===== src/rtl/phr_fcs_deframer_pkg.sv =====
// Shared receive-chain definitions: byte_type codes, CRC-16 constants and deframer FSM states.
package phr_fcs_deframer_pkg;

   typedef enum logic [1:0] {
      BT_NONE = 2'd0,
      BT_PHR  = 2'd1,
      BT_PSDU = 2'd2,
      BT_LAST = 2'd3
   } byte_type_e;

   localparam logic [15:0] CRC16_POLY_R = 16'h8408;
   localparam logic [15:0] CRC16_INIT   = 16'h0000;
   localparam int          PHR_BYTES    = 2;

   typedef enum logic [1:0] {
      ST_IDLE = 2'd0,
      ST_PHR1 = 2'd1,
      ST_BODY = 2'd2
   } state_e;

endpackage


===== src/rtl/phr_fcs_deframer_crc16.sv =====
// Combinational reflected CRC-16 update of one byte, bit0 first.
module crc16_byte
   import phr_fcs_deframer_pkg::*;
(
   input  logic [15:0] crc_in,
   input  logic [7:0]  data_in,
   output logic [15:0] crc_out
);

   logic [15:0] c_work;

   always_comb begin
      c_work = crc_in;
      for (int i = 0; i < 8; i++) begin
         if (c_work[0] ^ data_in[i]) c_work = (c_work >> 1) ^ CRC16_POLY_R;
         else                        c_work = c_work >> 1;
      end
      crc_out = c_work;
   end

endmodule


===== src/rtl/phr_fcs_deframer.sv =====
// PHR capture, PSDU length check, CRC-16 check and FCS strip for the receive chain.
// Valid/strobe semantics: byte_type != 0 is a 1-clk strobe, no backpressure; all outputs registered.
module phr_fcs_deframer
   import phr_fcs_deframer_pkg::*;
#(
   parameter int FCS_BYTES   = 2,
   parameter int TIMEOUT_CYC = 1024
) (
   input  logic       clk,
   input  logic       rst_n,
   input  logic [7:0] byte_in,
   input  logic [1:0] byte_type,
   input  logic       frame_end,
   output logic       phr_valid,
   output logic [7:0] phr_flags,
   output logic [7:0] phr_len,
   output logic [7:0] payload_data,
   output logic       payload_valid,
   output logic       payload_last,
   output logic       frame_done,
   output logic       crc_ok,
   output logic       len_err,
   output logic       seq_err,
   output logic       timeout_err
);

   localparam int GW = $clog2(TIMEOUT_CYC + 1);
   localparam logic [GW-1:0] GAP_LAST = GW'(TIMEOUT_CYC - 1);

   state_e      state, state_n;
   byte_type_e  bt;
   logic [GW-1:0] gap_cnt;
   logic [15:0] crc, crc_next, crc_final;
   logic [7:0]  cnt, cnt_inc, cnt_final;
   logic [7:0]  d0, d1;
   logic [1:0]  fill;
   logic        strobe, is_psdu, gap_hit, len_bad;
   logic        start, take_len, body_byte, close, abort_seq, abort_to;

   assign bt      = byte_type_e'(byte_type);
   assign strobe  = (bt != BT_NONE);
   assign is_psdu = (bt == BT_PSDU) || (bt == BT_LAST);
   assign gap_hit = (state != ST_IDLE) && !strobe && (gap_cnt == GAP_LAST);

   crc16_byte u_crc (
      .crc_in  (crc),
      .data_in (byte_in),
      .crc_out (crc_next)
   );

   always_ff @(posedge clk or negedge rst_n) begin
      if (!rst_n) state <= ST_IDLE;
      else        state <= state_n;
   end

   always_comb begin
      state_n   = state;
      start     = 1'b0;
      take_len  = 1'b0;
      body_byte = 1'b0;
      close     = 1'b0;
      abort_seq = 1'b0;
      abort_to  = 1'b0;
      unique case (state)
         ST_IDLE: begin
            if (bt == BT_PHR) begin
               start   = 1'b1;
               state_n = ST_PHR1;
            end
         end
         ST_PHR1: begin
            if (frame_end || is_psdu) begin
               abort_seq = 1'b1;
               state_n   = ST_IDLE;
            end else if (bt == BT_PHR) begin
               take_len = 1'b1;
               state_n  = ST_BODY;
            end else if (gap_hit) begin
               abort_to = 1'b1;
               state_n  = ST_IDLE;
            end
         end
         ST_BODY: begin
            // A new PHR inside a body aborts the old frame and opens the next one.
            if (bt == BT_PHR) begin
               abort_seq = 1'b1;
               start     = 1'b1;
               state_n   = ST_PHR1;
            end else begin
               body_byte = is_psdu;
               if (frame_end) begin
                  close   = 1'b1;
                  state_n = ST_IDLE;
               end else if (gap_hit) begin
                  abort_to = 1'b1;
                  state_n  = ST_IDLE;
               end
            end
         end
         default: state_n = ST_IDLE;
      endcase
   end

   // Closing status must include the byte arriving with frame_end.
   assign cnt_inc   = (cnt == 8'hFF) ? cnt : cnt + 8'd1;
   assign cnt_final = body_byte ? cnt_inc : cnt;
   assign crc_final = body_byte ? crc_next : crc;
   assign len_bad   = (cnt_final != phr_len) || (cnt_final < 8'(FCS_BYTES));

   always_ff @(posedge clk or negedge rst_n) begin
      if (!rst_n) begin
         phr_valid     <= 1'b0;
         phr_flags     <= '0;
         phr_len       <= '0;
         payload_data  <= '0;
         payload_valid <= 1'b0;
         payload_last  <= 1'b0;
         frame_done    <= 1'b0;
         crc_ok        <= 1'b0;
         len_err       <= 1'b0;
         seq_err       <= 1'b0;
         timeout_err   <= 1'b0;
         gap_cnt       <= '0;
         crc           <= CRC16_INIT;
         cnt           <= '0;
         d0            <= '0;
         d1            <= '0;
         fill          <= '0;
      end else begin
         phr_valid     <= 1'b0;
         payload_valid <= 1'b0;
         payload_last  <= 1'b0;
         frame_done    <= 1'b0;

         if (state_n == ST_IDLE || strobe) gap_cnt <= '0;
         else                              gap_cnt <= gap_cnt + 1'b1;

         if (start) begin
            phr_flags <= byte_in;
            crc       <= CRC16_INIT;
            cnt       <= '0;
            fill      <= '0;
            d0        <= '0;
            d1        <= '0;
         end

         if (take_len) begin
            phr_len   <= byte_in;
            phr_valid <= 1'b1;
         end

         // Two-byte delay line: the FCS bytes never reach the output.
         if (body_byte) begin
            crc <= crc_next;
            cnt <= cnt_inc;
            d0  <= byte_in;
            d1  <= d0;
            if (fill == 2'd2) begin
               payload_valid <= 1'b1;
               payload_data  <= d1;
               payload_last  <= frame_end;
            end else begin
               fill <= fill + 2'd1;
            end
         end

         if (abort_seq) begin
            frame_done  <= 1'b1;
            crc_ok      <= 1'b0;
            len_err     <= 1'b0;
            seq_err     <= 1'b1;
            timeout_err <= 1'b0;
         end else if (abort_to) begin
            frame_done  <= 1'b1;
            crc_ok      <= 1'b0;
            len_err     <= 1'b0;
            seq_err     <= 1'b0;
            timeout_err <= 1'b1;
         end else if (close) begin
            frame_done  <= 1'b1;
            crc_ok      <= !len_bad && (crc_final == 16'h0000);
            len_err     <= len_bad;
            seq_err     <= 1'b0;
            timeout_err <= 1'b0;
         end else if (start) begin
            crc_ok      <= 1'b0;
            len_err     <= 1'b0;
            seq_err     <= 1'b0;
            timeout_err <= 1'b0;
         end
      end
   end

endmodule


===== config.mk =====
export PLATFORM = sky130hd
export DESIGN_NAME = phr_fcs_deframer
export DESIGN_NICKNAME = d
export VERILOG_FILES = /design/src/rtl/phr_fcs_deframer_pkg.sv /design/src/rtl/phr_fcs_deframer_crc16.sv /design/src/rtl/phr_fcs_deframer.sv
export SDC_FILE = /design/constraint.sdc
export NUM_CORES = 1
export LEC_CHECK = 0
export BUFFER_PORTS_ARGS = -buffer_cell sky130_fd_sc_hd__buf_2
export CAP_MARGIN = 5
export CORE_ASPECT_RATIO = 0.8
export CORE_MARGIN = 4
export CORE_UTILIZATION = 35
export DETAILED_ROUTE_END_ITERATION = 6
export PLACE_DENSITY = 0.6
export SKIP_CTS_REPAIR_TIMING = 1
export SLEW_MARGIN = 30
export SYNTH_ARGS = -nofsm -noshare
export SYNTH_HDL_FRONTEND = slang
export SYNTH_SLANG_ARGS = --single-unit
export TNS_END_PERCENT = 50

===== constraint.sdc =====
create_clock -name clk -period 6.4 [get_ports clk]
set_input_delay 1.28 -clock clk [delete_from_list [all_inputs] [get_ports clk]]
set_output_delay 1.28 -clock clk [all_outputs]
set_load 0.01 [all_outputs]

==> impl_metrics.prom <==
# TYPE chip_impl_metric gauge
chip_impl_info{name="outcome",value="finished, final reports clean"} 1
chip_impl_info{name="critPathCaptureType",value="flop"} 1
chip_impl_metric{name="vdd_ir_drop_max",unit="mV"} 0.146
chip_impl_metric{name="worst_pin_slew",unit="ns"} 0.840
chip_impl_metric{name="areaGrowthSynthToFinish",unit="%"} 15.3
chip_impl_metric{name="setup_tns",unit="ns"} 0
chip_impl_info{name="post_synth_main_area_contributors",value="dfrtp_1 (51%), nand2_1 (8.2%), o21ai_0 (4.9%)"} 1
chip_impl_metric{name="port-buffer-count",unit=""} 44
chip_impl_metric{name="share_of_final_layout_standard_cells_stronger_than_drive_strength_1",unit="%"} 16.4
chip_impl_metric{name="synth.avg_cell_area",unit="µm²"} 9.54
chip_impl_metric{name="initial_utilization",unit="%"} 36.5
chip_impl_metric{name="timing.critical_path.fanout_max",unit=""} 23
chip_impl_info{name="setup.worst_path.start_class",value="input port"} 1
chip_impl_metric{name="first_pass_iters",unit=""} 4
chip_impl_metric{name="drt_first_iter_violations",unit=""} 236
chip_impl_metric{name="total_power_density_per_cell_area",unit="nW/µm²"} 361
chip_impl_metric{name="drc",unit=""} 0
chip_impl_metric{name="finalWirelength",unit="µm"} 10100
chip_impl_metric{name="synth.top_cell.area_share",unit="%"} 50.8
chip_impl_info{name="timing.critical_path.cells",value="buf_2, nand2_1, a21oi_1, o211ai_1, a2111oi_0, nand4_1, o31ai_1"} 1
chip_impl_info{name="grt_setup_unrepaired",value="false"} 1
chip_impl_metric{name="cts-buffers-inserted",unit=""} 9
chip_impl_metric{name="period_needed",unit="ns"} 3.36
chip_impl_metric{name="dr_total_vias",unit=""} 3315
chip_impl_metric{name="synth_sequential_area_ratio",unit="%"} 50.8
chip_impl_metric{name="worst-endpoint-arrival",unit="ns"} 3.60
chip_impl_metric{name="die_width",unit="µm"} 132
chip_impl_metric{name="final-max-slew-violation-count",unit=""} 0
chip_impl_info{name="clock-root-buffer",value="clkbuf_16"} 1
chip_impl_metric{name="clock-sinks",unit=""} 87
chip_impl_metric{name="design.final.nets",unit=""} 508
chip_impl_info{name="synth_most_common_cell",value="nand2_1"} 1
chip_impl_metric{name="worst_slew_margin_relative_to_its_limit",unit="%"} 44.0
chip_impl_metric{name="placeableCoreArea",unit="µm²"} 11700
chip_impl_metric{name="maximum_achievable_frequency",unit="MHz"} 298
chip_impl_info{name="synth_common_cells",value="nand2_1 (93), dfrtp_1 (87), o21ai_0 (42)"} 1
chip_impl_info{name="cts_tree",value="built"} 1
chip_impl_metric{name="min_period_over_period",unit="%"} 52.5
chip_impl_metric{name="finalClockSkew",unit="ns"} 0.00957
chip_impl_metric{name="synth_enable_flop_cells",unit=""} 0
chip_impl_metric{name="track_usage",unit="%"} 15.0
chip_impl_metric{name="ys_types",unit=""} 52
chip_impl_metric{name="report.final.hold_viol_count",unit=""} 0
chip_impl_info{name="class_of_the_worst_hold_path",value="flop to flop"} 1
chip_impl_metric{name="pin_count_of_the_biggest_net_entering_global_routing",unit=""} 86
chip_impl_metric{name="cp.required",unit="ns"} 6.64
chip_impl_metric{name="diodes",unit=""} 0
chip_impl_metric{name="max_cap_viol_count",unit=""} 0
chip_impl_metric{name="place_congestion",unit=""} 0.897
chip_impl_metric{name="clock_insertion_delay_worst_skew",unit="ns"} 0.34
chip_impl_metric{name="syn_inst",unit=""} 449
chip_impl_metric{name="syn_area",unit="µm²"} 4280
chip_impl_metric{name="design.die.area",unit="µm²"} 14100
chip_impl_info{name="criticalPathCategory",value="input port to flop"} 1
chip_impl_metric{name="antenna_found_initial",unit=""} 0
chip_impl_info{name="library_cell_with_the_largest_summed_area_after_synthesis",value="dfrtp_1"} 1
chip_impl_info{name="postSynth.topFlopCell",value="dfrtp_1"} 1
chip_impl_metric{name="synth_seq_cells",unit=""} 87
chip_impl_metric{name="ios",unit=""} 45
chip_impl_metric{name="setup_viol",unit=""} 0
chip_impl_metric{name="via_count_of_the_first_global_routing_pass",unit=""} 3208
chip_impl_info{name="worst_path_max_delay_cell",value="a21oi_1"} 1
chip_impl_metric{name="avgViaCountPerCell",unit=""} 5.17
chip_impl_metric{name="mappedNetlistNets",unit=""} 468
chip_impl_metric{name="util_after_layout",unit="%"} 42.1
chip_impl_metric{name="grt_first_pass_wirelength",unit="µm"} 16800
chip_impl_metric{name="synth.yosys.warnings",unit=""} 0
chip_impl_metric{name="cellLeakagePower",unit="nW"} 2.27
chip_impl_metric{name="path_clk_slew",unit="ns"} 0.06
chip_impl_metric{name="row_count",unit=""} 35
chip_impl_metric{name="dp.final_hpwl",unit="µm"} 7010
chip_impl_metric{name="drt-wirelength-per-cell",unit="µm"} 15.8
chip_impl_metric{name="critical-path-max-stage-delay",unit="ns"} 0.60
chip_impl_metric{name="cts-root-to-sink-buffers",unit=""} 2
chip_impl_metric{name="route.antenna.remaining_nets",unit=""} 0
chip_impl_metric{name="async_flop_share",unit="%"} 100
chip_impl_metric{name="floorplan.die.height",unit="µm"} 107
chip_impl_metric{name="global_route.overflow_total",unit=""} 0
chip_impl_metric{name="htree_levels",unit=""} 3
chip_impl_metric{name="r2r_setup_slack",unit="ns"} 3.06
==> flip-flops by register name, summed over array words and instances (netlist names), 2 cells and up <==
name          flops
crc              16
gap_cnt          11
cnt               8
d0                8
d1                8
payload_data      8
phr_flags         8
phr_len           8
fill              2
state             2
==> area by class of cell <==
class / count / area, µm²
tap: 148 / 185
clock buffer: 11 / 233
fill: 1169 / 6800
timing repair buffer: 47 / 249
clock inverter: 4 / 47.5
multi-input combinational: 335 / 2010
inverter: 9 / 33.8
sequential: 87 / 2180
==> where the power goes <==
group          switching [mW]  internal (mW)
clock                   0.203          0.299
combinational           0.291          0.231
sequential             0.0968          0.660
==> cells in the final DEF (no fill, tap or decap), drive strengths merged, types with 3 or more instances in the layout <==
cell    synthesis  routed
a21oi           7       7
clkbuf         15      11
inv             8       8
mux2           10      10
o21ai          43      43
ha              6       6
nand4           8       8
and3            9       9
nor2           21      21
xor2           16      16
a211oi          4       4
xnor2          23      23
nand2          93      93
nor3           12      12
clkinv          1       3
and2            6       6
o211ai          3       3
dfrtp          87      87
nor4            6       6
or4             3       3
nand3          31      31
buf             3      47
==> cell families (layout without fill, tap and decap cells) <==
| family | after synthesis | in the layout | share of synthesized area (%) |
|---|---|---|---|
| buf+inv | 27 | 71 | 2.45 |
| mux | 11 | 11 | 2.86 |
| compound gates | 77 | 77 | 11.4 |
| fa+ha+maj | 6 | 6 | 1.75 |
| xor+xnor | 39 | 39 | 7.98 |
| simple gates | 202 | 202 | 22.8 |
| flops | 87 | 87 | 50.8 |
==> metrics by stage <==
stage          cells  setup WS, ns  cell area, µm²  total power, mW  hold WS, ns
2_1_floorplan    449          3.35            4280             1.11        0.439
3_3_place_gp     626          2.79            4650             1.28        0.452
3_5_place_dp     626          2.68            4660             1.29        0.454
4_1_cts          641          3.05            4940             1.80        0.469
5_1_grt          641          2.61            4940             1.90        0.494
6_report         641          3.04            4940             1.78        0.466
==> worst max-delay path, delay by kind of cell <==
family                 cells  cell delay [ns]
buffers and inverters      1             0.20
AND/OR/NAND/NOR            2             0.70
AO/OA/AOI/OAI              4             1.42
==> path summary, 6_finish.rpt <==
check | start | endpoint | cells after the start
worst max-delay path | byte_type[1] | crc_ok$_DFFE_PN0P_ | 7
worst min-delay path | payload_data[6]$_DFFE_PN0P_ | payload_data[6]$_DFFE_PN0P_ | 2
worst max register to register | state[0]$_DFF_PN0_ | crc_ok$_DFFE_PN0P_ | 8
worst min register to register | payload_data[6]$_DFFE_PN0P_ | payload_data[6]$_DFFE_PN0P_ | 2
max in group asynchronous | rst_n | gap_cnt[4]$_DFF_PN0_ | 2
min in group asynchronous | rst_n | payload_data[5]$_DFFE_PN0P_ | 1
==> per-layer routing <==
layer	up-vias	share of wire [%]	track usage [%]
li1	1628	-	-
met1	1613	48	20.6
met2	62	46	22.8
met3	12	4.0	4.08
met4	0	2.2	5.25
met5	-	0	0
Power figures use the tool's default switching activity.
